File: src/rtl/buf_ctrl_pkg.sv
// Shared types and constants for the 16x4 row-window buffer sequencer.
package buf_ctrl_pkg;

    typedef enum logic [2:0] {
        ST_IDLE,
        ST_FILL,
        ST_WIN,
        ST_SHIFT,
        ST_REFILL,
        ST_DONE
    } state_e;

    // A buffer row is four 32-bit words; the window is four rows tall.
    localparam int ROW_WORDS = 4;
    localparam int WIN_ROWS  = 4;

    // Buffer address layout: [5:4] row, [3:0] byte offset, upper bits zero.
    localparam int BUF_ADDR_W  = 9;
    localparam int BUF_COL_LSB = 0;
    localparam int BUF_COL_W   = 4;
    localparam int BUF_ROW_LSB = 4;
    localparam int BUF_ROW_W   = 2;

    localparam logic [1:0] LAST_WORD = 2'(ROW_WORDS - 1);
    localparam logic [1:0] LAST_ROW  = 2'(WIN_ROWS - 1);

    // Place a row index and byte column into the buffer address fields.
    function automatic logic [BUF_ADDR_W-1:0] buf_addr_pack(
        input logic [BUF_ROW_W-1:0] row,
        input logic [BUF_COL_W-1:0] col
    );
        logic [BUF_ADDR_W-1:0] a;
        a = '0;
        a[BUF_ROW_LSB +: BUF_ROW_W] = row;
        a[BUF_COL_LSB +: BUF_COL_W] = col;
        return a;
    endfunction

endpackage

File: src/rtl/buf_ctrl_addr_gen.sv
// Address and counter datapath: memory word pointer, word-in-row index,
// buffer row index and loaded-row count; forms mem_addr and buf_addr.
module buf_ctrl_addr_gen
    import buf_ctrl_pkg::*;
#(
    parameter int MEM_AW = 16,
    parameter int ROW_W  = 8
) (
    input  logic                  clk,
    input  logic                  rst,
    input  logic                  load,
    input  logic [MEM_AW-1:0]     base_addr,
    input  logic                  word_fire,
    input  logic                  refill,
    input  logic                  clear_k,
    input  logic                  req_active,
    input  logic                  win_active,
    input  logic [3:0]            rd_col,
    output logic [MEM_AW-1:0]     mem_addr,
    output logic [BUF_ADDR_W-1:0] buf_addr,
    output logic                  last_word,
    output logic                  last_row,
    output logic [ROW_W-1:0]      rows_loaded
);

    logic [MEM_AW-1:0] addr_q, addr_d;
    logic [1:0]        k_q, k_d;
    logic [1:0]        row_q, row_d;
    logic [ROW_W-1:0]  rows_loaded_q, rows_loaded_d;

    // Next-state of the pointers: load on job start, advance per accepted word.
    always_comb begin
        addr_d        = addr_q;
        k_d           = k_q;
        row_d         = row_q;
        rows_loaded_d = rows_loaded_q;
        if (load) begin
            addr_d        = base_addr;
            k_d           = '0;
            row_d         = '0;
            rows_loaded_d = '0;
        end else if (clear_k) begin
            k_d = '0;
        end else if (word_fire) begin
            addr_d = addr_q + MEM_AW'(1);
            k_d    = k_q + 2'd1;
            if (k_q == LAST_WORD) begin
                rows_loaded_d = rows_loaded_q + ROW_W'(1);
                // Row index saturates at the bottom row so the FSM can see
                // "last row" steadily; refills always target the bottom row.
                if (!refill && (row_q != LAST_ROW)) begin
                    row_d = row_q + 2'd1;
                end
            end
        end
    end

    // Pointer registers.
    always_ff @(posedge clk) begin
        if (rst) begin
            addr_q        <= '0;
            k_q           <= '0;
            row_q         <= '0;
            rows_loaded_q <= '0;
        end else begin
            addr_q        <= addr_d;
            k_q           <= k_d;
            row_q         <= row_d;
            rows_loaded_q <= rows_loaded_d;
        end
    end

    // Output address formation; both addresses read zero when unused.
    always_comb begin
        last_word   = (k_q == LAST_WORD);
        last_row    = (row_q == LAST_ROW);
        rows_loaded = rows_loaded_q;
        mem_addr    = req_active ? addr_q : '0;
        buf_addr    = '0;
        if (win_active) begin
            buf_addr = buf_addr_pack(2'b00, rd_col);
        end else if (word_fire) begin
            buf_addr = buf_addr_pack(refill ? LAST_ROW : row_q, {k_q, 2'b00});
        end
    end

endmodule

File: src/rtl/buffer16x4_ctrl.sv
// Sequencer that fills a 4-row window buffer from word memory, hands the
// window to a consumer, then shifts and refills one row until the image ends.
module buffer16x4_ctrl
    import buf_ctrl_pkg::*;
#(
    parameter int MEM_AW = 16,
    parameter int ROW_W  = 8
) (
    input  logic              clk,
    input  logic              rst,
    input  logic              start,
    input  logic [MEM_AW-1:0] base_addr,
    input  logic [ROW_W-1:0]  num_rows,
    output logic              busy,
    output logic              done,
    output logic              mem_rd,
    output logic [MEM_AW-1:0] mem_addr,
    input  logic              mem_valid,
    output logic              buf_we,
    output logic [8:0]        buf_addr,
    output logic              buf_shift_up,
    input  logic [3:0]        rd_col,
    output logic              win_valid,
    input  logic              win_ack
);

    state_e           state_q, state_d;
    logic [ROW_W-1:0] num_rows_q, num_rows_d;
    logic             load;
    logic             clear_k;
    logic             word_fire;
    logic             refill;
    logic             last_word;
    logic             last_row;
    logic [ROW_W-1:0] rows_loaded;

    buf_ctrl_addr_gen #(
        .MEM_AW (MEM_AW),
        .ROW_W  (ROW_W)
    ) u_addr_gen (
        .clk         (clk),
        .rst         (rst),
        .load        (load),
        .base_addr   (base_addr),
        .word_fire   (word_fire),
        .refill      (refill),
        .clear_k     (clear_k),
        .req_active  (mem_rd),
        .win_active  (win_valid),
        .rd_col      (rd_col),
        .mem_addr    (mem_addr),
        .buf_addr    (buf_addr),
        .last_word   (last_word),
        .last_row    (last_row),
        .rows_loaded (rows_loaded)
    );

    // State and job-length registers.
    always_ff @(posedge clk) begin
        if (rst) begin
            state_q    <= ST_IDLE;
            num_rows_q <= '0;
        end else begin
            state_q    <= state_d;
            num_rows_q <= num_rows_d;
        end
    end

    // Next-state and Moore/Mealy outputs; write enable follows mem_valid
    // combinationally so each returned word lands in the same cycle.
    always_comb begin
        state_d      = state_q;
        num_rows_d   = num_rows_q;
        load         = 1'b0;
        clear_k      = 1'b0;
        word_fire    = 1'b0;
        mem_rd       = 1'b0;
        buf_we       = 1'b0;
        buf_shift_up = 1'b0;
        win_valid    = 1'b0;
        done         = 1'b0;
        busy         = (state_q != ST_IDLE);
        refill       = (state_q == ST_REFILL);
        case (state_q)
            ST_IDLE: begin
                if (start && (num_rows >= ROW_W'(WIN_ROWS))) begin
                    load       = 1'b1;
                    num_rows_d = num_rows;
                    state_d    = ST_FILL;
                end
            end
            ST_FILL: begin
                mem_rd = 1'b1;
                if (mem_valid) begin
                    word_fire = 1'b1;
                    buf_we    = 1'b1;
                    if (last_word && last_row) begin
                        state_d = ST_WIN;
                    end
                end
            end
            ST_WIN: begin
                win_valid = 1'b1;
                if (win_ack) begin
                    state_d = (rows_loaded == num_rows_q) ? ST_DONE : ST_SHIFT;
                end
            end
            ST_SHIFT: begin
                buf_shift_up = 1'b1;
                clear_k      = 1'b1;
                state_d      = ST_REFILL;
            end
            ST_REFILL: begin
                mem_rd = 1'b1;
                if (mem_valid) begin
                    word_fire = 1'b1;
                    buf_we    = 1'b1;
                    if (last_word) begin
                        state_d = ST_WIN;
                    end
                end
            end
            ST_DONE: begin
                done    = 1'b1;
                state_d = ST_IDLE;
            end
            default: begin
                state_d = ST_IDLE;
            end
        endcase
    end

endmodule

File: config.mk
export PLATFORM = sky130hd
export DESIGN_NAME = buffer16x4_ctrl
export DESIGN_NICKNAME = d
export VERILOG_FILES = /design/src/rtl/buf_ctrl_pkg.sv /design/src/rtl/buf_ctrl_addr_gen.sv /design/src/rtl/buffer16x4_ctrl.sv
export SDC_FILE = /design/constraint.sdc
export NUM_CORES = 1
export LEC_CHECK = 0
export ABC_AREA = 1
export ABC_CLOCK_PERIOD_IN_PS = 3000
export BUFFER_PORTS_ARGS = -buffer_cell sky130_fd_sc_hd__buf_2
export CORE_UTILIZATION = 45
export CTS_CLUSTER_DIAMETER = 100
export DETAILED_ROUTE_END_ITERATION = 8
export PLACE_DENSITY = 0.7
export RECOVER_POWER = 50
export SETUP_SLACK_MARGIN = 0.05
export SLEW_MARGIN = 20
export SYNTH_ARGS = -nofsm -noshare
export SYNTH_HDL_FRONTEND = slang
export SYNTH_SLANG_ARGS = --single-unit
export TNS_END_PERCENT = 50
File: constraint.sdc
create_clock -name clk -period 3 [get_ports clk]
set_clock_uncertainty 0.05 [all_clocks]
set_input_delay 0.3 -clock clk [delete_from_list [all_inputs] [get_ports clk]]
set_output_delay 0.3 -clock clk [all_outputs]
set_load 0.05 [all_outputs]
==> key figures, run 1 <==
Run status
  • Outcome: completed

Place
  • PortBufs: 60
  • # placed instances: 548
  • Cell Area, Placed: 2920 um2
  • Routability cong.: 0.870
  • Pre-CTS WS: 0.919 ns
  • Dpl hpwl: 4.84 mm

Worst hold path
  • Hold EP: num_rows_q[3]
  • Hold_sp: num_rows[3]
  • Worst hold stages: 3
  • Worst Hold Class: in2reg

Timing
  • Worst-Margin Slew: 0.698 ns
  • Final worst setup slack: about 0.44 ns
  • Setup TNS: 0 ns
  • Count of final setup violators: 0
  • Crit share post-route: 0.853
  • Min Tclk post-route: 2.56 ns
  • RSZ-0062 raised after global routing: no
  • Worst rel slew slack: 0.533
  • Fmax achieved: slightly below 0.4 GHz
  • WHS: 0.214 ns
  • Slew Viols, Final: 0
  • Hold Fails Final Rpt: 0

Setup path
  • Slowest-stage cell, CP: nand2_1
  • Reg2reg end: u_addr_gen.addr_q[10]
  • Reg2reg start: state_q[0]
  • Reg2reg path depth: 8
  • Worst Setup Path Type: reg2reg
  • Most frequent cell on the critical path: nand2_1
  • WP buf/inv: 2
  • Crit path launch type: flip-flop
  • Critical Path AT: 2.73 ns
  • Critical path peak fanout: 31
  • Crit end category: flip-flop
  • Reg2Reg Setup Slack: 0.44 ns
  • Crit path cell chain: nor2_1 > nand2_1 > clkinvlp_2 > nand3_4 > nand2_1 > inv_4 > nand2_1 > a21oi_1
  • Max incr delay on CP: 0.49 ns
  • Crit-path leading delay family: simple AND/OR/NAND/NOR gates
  • Worst Path Required: 3.17 ns

Finish
  • Post-route cell area: 2940 um2
  • Fin util: 0.528
  • Area grow syn2layout: 12.1%
  • Share of layout cells above drive strength 1: 0.143
  • Most frequent cells in the layout: nand2_1 (127), nor2_1 (66), inv_1 (56)
  • Fin cells: 556
  • Nets@finish: 520
  • Filler cells: 602
  • # diodes: 0
  • Leading cell type in the layout, fill and taps excluded: nand2_1

Yosys
  • Seq/Total Area, Yosys: 0.297
  • EDFF count, synth: 0
  • Synth Area per Inst: 6.13 um2
  • Async set-reset flop share out of synthesis: 0
  • Syn Inst Count: 428
  • Unique cell type count in the Yosys netlist: 34
  • Synthesized cell area: 2630 um2
  • #FFs+latches synth: 39
  • Yosys warns: 0
  • Ys flop type: dfxtp_1

GRT
  • Met3 global-route usage: 0.0419
  • Largest net degree at the start of global routing: 32
  • Met1 usage: 0.275
  • Global Route met2 Usage: 0.382
  • Global router's overall resource usage: 0.219
  • Vias in the first global route: 2434
  • First-pass GRT wire length: 10.8 mm
  • Gr busiest metal: met2
  • GRT overflow: 0
  • Initial antenna violation count: 0

Floorplanning
  • Die Y: 78.4 um
  • Initial Util: 0.471
  • # IOs: 64
  • Core Area: 5570 um2
  • Full die area: 6140 um2
  • Chip Width: 78.4 um
  • FP Rows: 27

CTS
  • CTS tree: done
  • Resize count post-CTS: 0
  • Register clock-pin slew on the reported worst setup and hold paths: about 0.08 ns
  • CTS Buf Count: 5
  • Later-pin clock latency in the skew report: 0.29 ns
  • Clock tree buffer depth: 2
  • CTS H-Tree Depth: 2
  • TritonCTS Sinks: 39
  • CTS Root Cell: clkbuf_8
  • Post-CTS setup buffers: 0
  • Post-CTS Hold Buffers: 0

Power and ir drop
  • Total power: 2.67 mW
  • Pleak: 1.36 nW
  • Worst ir drop on vdd: 425 uV
  • Pwr per Cell Area: 908 nW/um2

Routing
  • Drt drc: 0
  • Avg Vias per Cell: 4.95
  • DR pass1 iterations: 4
  • Post-route ant nets: 0
  • Routed len/inst: between 10 and 15 um
  • Final WL: 6.57 mm
  • Starting DRT DRC Count: 110
  • DR vias: ~2800

Run
  • Max cap viols: 0
[per-layer routing]
metal,part of all wire,vias up,wire length [um]
met3,0.044,6,292
li1,-,1444,-
met2,0.48,65,3190
met4,0.011,0,72
met5,0,-,0
met1,0.46,1238,3020
[synthesized netlist by cell type (2+ instances only)]
cell / number / share of area
a21oi_1: 32 / 0.061
buf_2: 2 / 0.0038
buf_4: 5 / 0.014
buf_6: 4 / 0.017
clkbuf_1: 2 / 0.0029
dfxtp_1: 39 / 0.30
ha_1: 4 / 0.019
inv_1: 54 / 0.077
inv_2: 3 / 0.0043
inv_4: 2 / 0.0048
nand2_1: 122 / 0.17
nand2_2: 2 / 0.0048
nand2_4: 3 / 0.013
nand3_1: 29 / 0.055
nand4_1: 14 / 0.033
nor2_1: 64 / 0.092
nor2_4: 2 / 0.0086
o21ai_0: 16 / 0.031
o21ai_1: 6 / 0.011
xnor2_1: 7 / 0.023
xor2_1: 3 / 0.010
[cell type report]
| type | count | area, um2 | area share |
|---|---|---|---|
| Multi-Input combinational cell | 317 | 1460 | 0.496 |
| Sequential cell | 39 | 781 | 0.265 |
| Timing Repair Buffer | 60 | 294 | 0.0999 |
| Inverter | 60 | 229 | 0.0778 |
| Tap cell | 72 | 90.1 | 0.0306 |
| Clock buffer | 5 | 68.8 | 0.0234 |
| Clock inverter | 3 | 20.0 | 0.00680 |
[logic make-up (layout without fill, tap and decap cells)]
kind of cell,Yosys count,count (layout),synth area share
buffers and inverters,74,128,0.128
flip-flops,39,39,0.297
AND/OR/NAND/NOR,243,243,0.409
other,1,3,0.00143
AO/OA/AOI/OAI,57,57,0.112
XOR/XNOR,10,10,0.0334
adder cells (fa/ha/maj),4,4,0.0191
[worst max path at each step]
| stage | endpoint | from | cells past startpoint |
|---|---|---|---|
| final | u_addr_gen.addr_q[10] | state_q[0] | 8 |
| after CTS | mem_addr[7] | state_q[0] | 5 |
| after floorplan | buf_addr[0] | state_q[2] | 5 |
| after global routing | u_addr_gen.addr_q[14] | state_q[0] | 8 |
| after detailed placement | mem_addr[7] | state_q[0] | 5 |
| after global placement | mem_addr[2] | state_q[0] | 6 |
[power breakdown]
| group | internal (mW) | switching, mW | leakage [nW] |
|---|---|---|---|
| registers | 0.643 | 0.134 | 0.319 |
| clock network | 0.162 | 0.205 | 0.0402 |
| logic | 0.393 | 1.14 | 1.00 |
[tightest hold or removal path, stage by stage]
cell	delay (ns)
buf_2	0.10
nand2_1	0.06
a21oi_1	0.05
[state kept, by name, summed over array words and instances (netlist names)]
register and flops:
num_rows_q 8, state_q 3, u_addr_gen.addr_q 16, u_addr_gen.k_q 2, u_addr_gen.row_q 2, u_addr_gen.rows_loaded 8
(Power assumes the default switching activity.)
==> run 2, diff against run 1 <==
CORE_UTILIZATION = 57   (was 45)
PLACE_DENSITY = 0.85   (was 0.7)
==> run 2 against run 1 <==
Sequential share of layout area fell by 0.079 points. Power rose by 4.6%. Fmax fell by 0.60%. Clock power rose by 29%. Flip-flop and latch count did not move. Sequential power rose by 2%. Largest cell class unchanged.
==> key figures, run 2 (synthesis results as in run 1) <==
Finish
  • Most flops, register: u_addr_gen.addr_q
  • Area of the multi-input gates: 1470 um2
  • Leading cell type in the layout, fill and taps excluded: nand2_1
  • Nets@finish: 520
  • Filler cells: 398
  • Most frequent cells in the layout: nand2_1 (127), nor2_1 (65), inv_1 (56)
  • Largest register FFs: 16
  • # diodes: 0
  • Flip-flop and latch area: between 700 and 800 um2
  • Share of layout cells above drive strength 1: 0.140
  • Post-route cell area: 2950 um2
  • Area grow syn2layout: 12.4%

Timing
  • Setup TNS: 0 ns
  • Worst-Margin Slew: 0.762 ns
  • Worst rel slew slack: 0.490
  • Count of final setup violators: 0
  • RSZ-0062 raised after global routing: no
  • Fmax achieved: 0.388 GHz
  • Min Tclk post-route: 2.58 ns
  • Slew Viols, Final: 0
  • Crit share post-route: 0.858
  • Hold Fails Final Rpt: 0

Floorplanning
  • FP Rows: 24
  • Initial Util: 0.599
  • Die Y: 69.9 um
  • Full die area: 4880 um2
  • Chip Width: ~70 um
  • Core Area: 4380 um2
  • # IOs: 64

CTS
  • CTS H-Tree Depth: 2
  • Register clock-pin slew on the reported worst setup and hold paths: 0.08 ns
  • CTS tree: done
  • Clock tree buffer depth: 2
  • Post-CTS Hold Buffers: 0
  • Resize count post-CTS: 0
  • CTS Buf Count: 5
  • Post-CTS setup buffers: 0
  • CTS Root Cell: clkbuf_8
  • TritonCTS Sinks: 39
  • Later-pin clock latency in the skew report: a little over 0.3 ns

Worst hold path
  • Hold_sp: num_rows[5]
  • Worst Hold Class: in2reg

Setup path
  • Worst Path Required: 3.14 ns
  • Critical path peak fanout: 11
  • Worst Setup SP: state_q[0]
  • Most frequent cell on the critical path: nand2_1
  • Reg2reg start: state_q[0]
  • Slowest-stage cell, CP: nor2_1
  • Critical Path AT: 2.72 ns
  • Crit end category: flip-flop
  • Crit path cell chain: nor2_4 > nand2_1 > nand2_1 > nand2_1 > nor2_1 > inv_1 > o21ai_0 > a21oi_1
  • Crit-path leading delay family: simple AND/OR/NAND/NOR gates
  • Max incr delay on CP: 0.65 ns
  • Worst Setup Path Type: reg2reg
  • Crit path launch type: flip-flop
  • WP buf/inv: 1

Place
  • Cell Area, Placed: about 2900 um2
  • Routability cong.: 0.838
  • Dpl hpwl: 4.76 mm
  • PortBufs: 60

Routing
  • Final WL: 6.69 mm
  • DR pass1 iterations: 5
  • Routed len/inst: 12.5 um
  • Starting DRT DRC Count: 215
  • Post-route ant nets: 0
  • Drt drc: 0
  • Avg Vias per Cell: 5.25
  • DR vias: 2812

Run status
  • Outcome: completed

Power and ir drop
  • Pwr per Cell Area: about 950 nW/um2
  • Pleak: 1.37 nW
  • Worst ir drop on vdd: 501 uV

GRT
  • First-pass GRT wire length: approximately 11 mm
  • Largest net degree at the start of global routing: 32
  • Global router's overall resource usage: 0.284
  • Vias in the first global route: 2524
  • Initial antenna violation count: 0
  • GRT overflow: 0

Run
  • Max cap viols: 0
-- run 2: layout make-up --
type                    instances  share of cell area
clock buffers                   6              0.0280
clock inverters                 2              0.0119
multi-input cells             317               0.497
well taps                      52              0.0220
inverters                      60              0.0776
flip-flops and latches         39               0.265
repair buffers                 60              0.0988
-- run 2: metrics by stage --
stage | hold WS (ns) | power, mW | utilization | cells | setup slack [ns]
detailed placement | 0.422 | 2.39 | 0.660 | 528 | 0.926
CTS | 0.202 | 2.86 | 0.687 | 536 | 0.560
floorplan | 0.319 | 2.12 | - | 430 | 0.528
global route | 0.201 | 3.00 | 0.673 | 536 | 0.247
finish | 0.199 | 2.80 | 0.673 | 536 | 0.425
global placement | 0.412 | 2.35 | 0.660 | 528 | 1.06
-- run 2: power by group --
| part | internal [mW] | switching (mW) | leakage [nW] | total, mW |
|---|---|---|---|---|
| Sequential | 0.643 | 0.145 | 0.319 | 0.788 |
| Combinational | 0.395 | 1.14 | 0.993 | 1.53 |
| Clock | 0.269 | 0.205 | 0.0612 | 0.475 |
| Total | 1.31 | 1.49 | 1.37 | 2.80 |
-- run 2: routing by layer --
metal  up-vias  routed length [um]  track usage
met2        91                3360        0.499
li1       1451                   -            -
met5         -                   0            0
met1      1260                2850        0.336
met3        10                 366       0.0678
met4         0                 111       0.0956
-- run 2: path summary, 6_finish.rpt --
kind,cells past startpoint,slack (ns),to
worst min register to register,2,0.43,num_rows_q[1]
worst max register to register,8,0.42,u_addr_gen.rows_loaded[1]
worst min-delay path,3,0.20,num_rows_q[5]
worst max-delay path,8,0.42,u_addr_gen.rows_loaded[1]
-- run 2: worst min-delay path, delay by kind of cell --
family,cells,cell delay [ns]
buffers and inverters,1,0.10
AOI/OAI and AO/OA,1,0.05
and+or+nand+nor,1,0.06
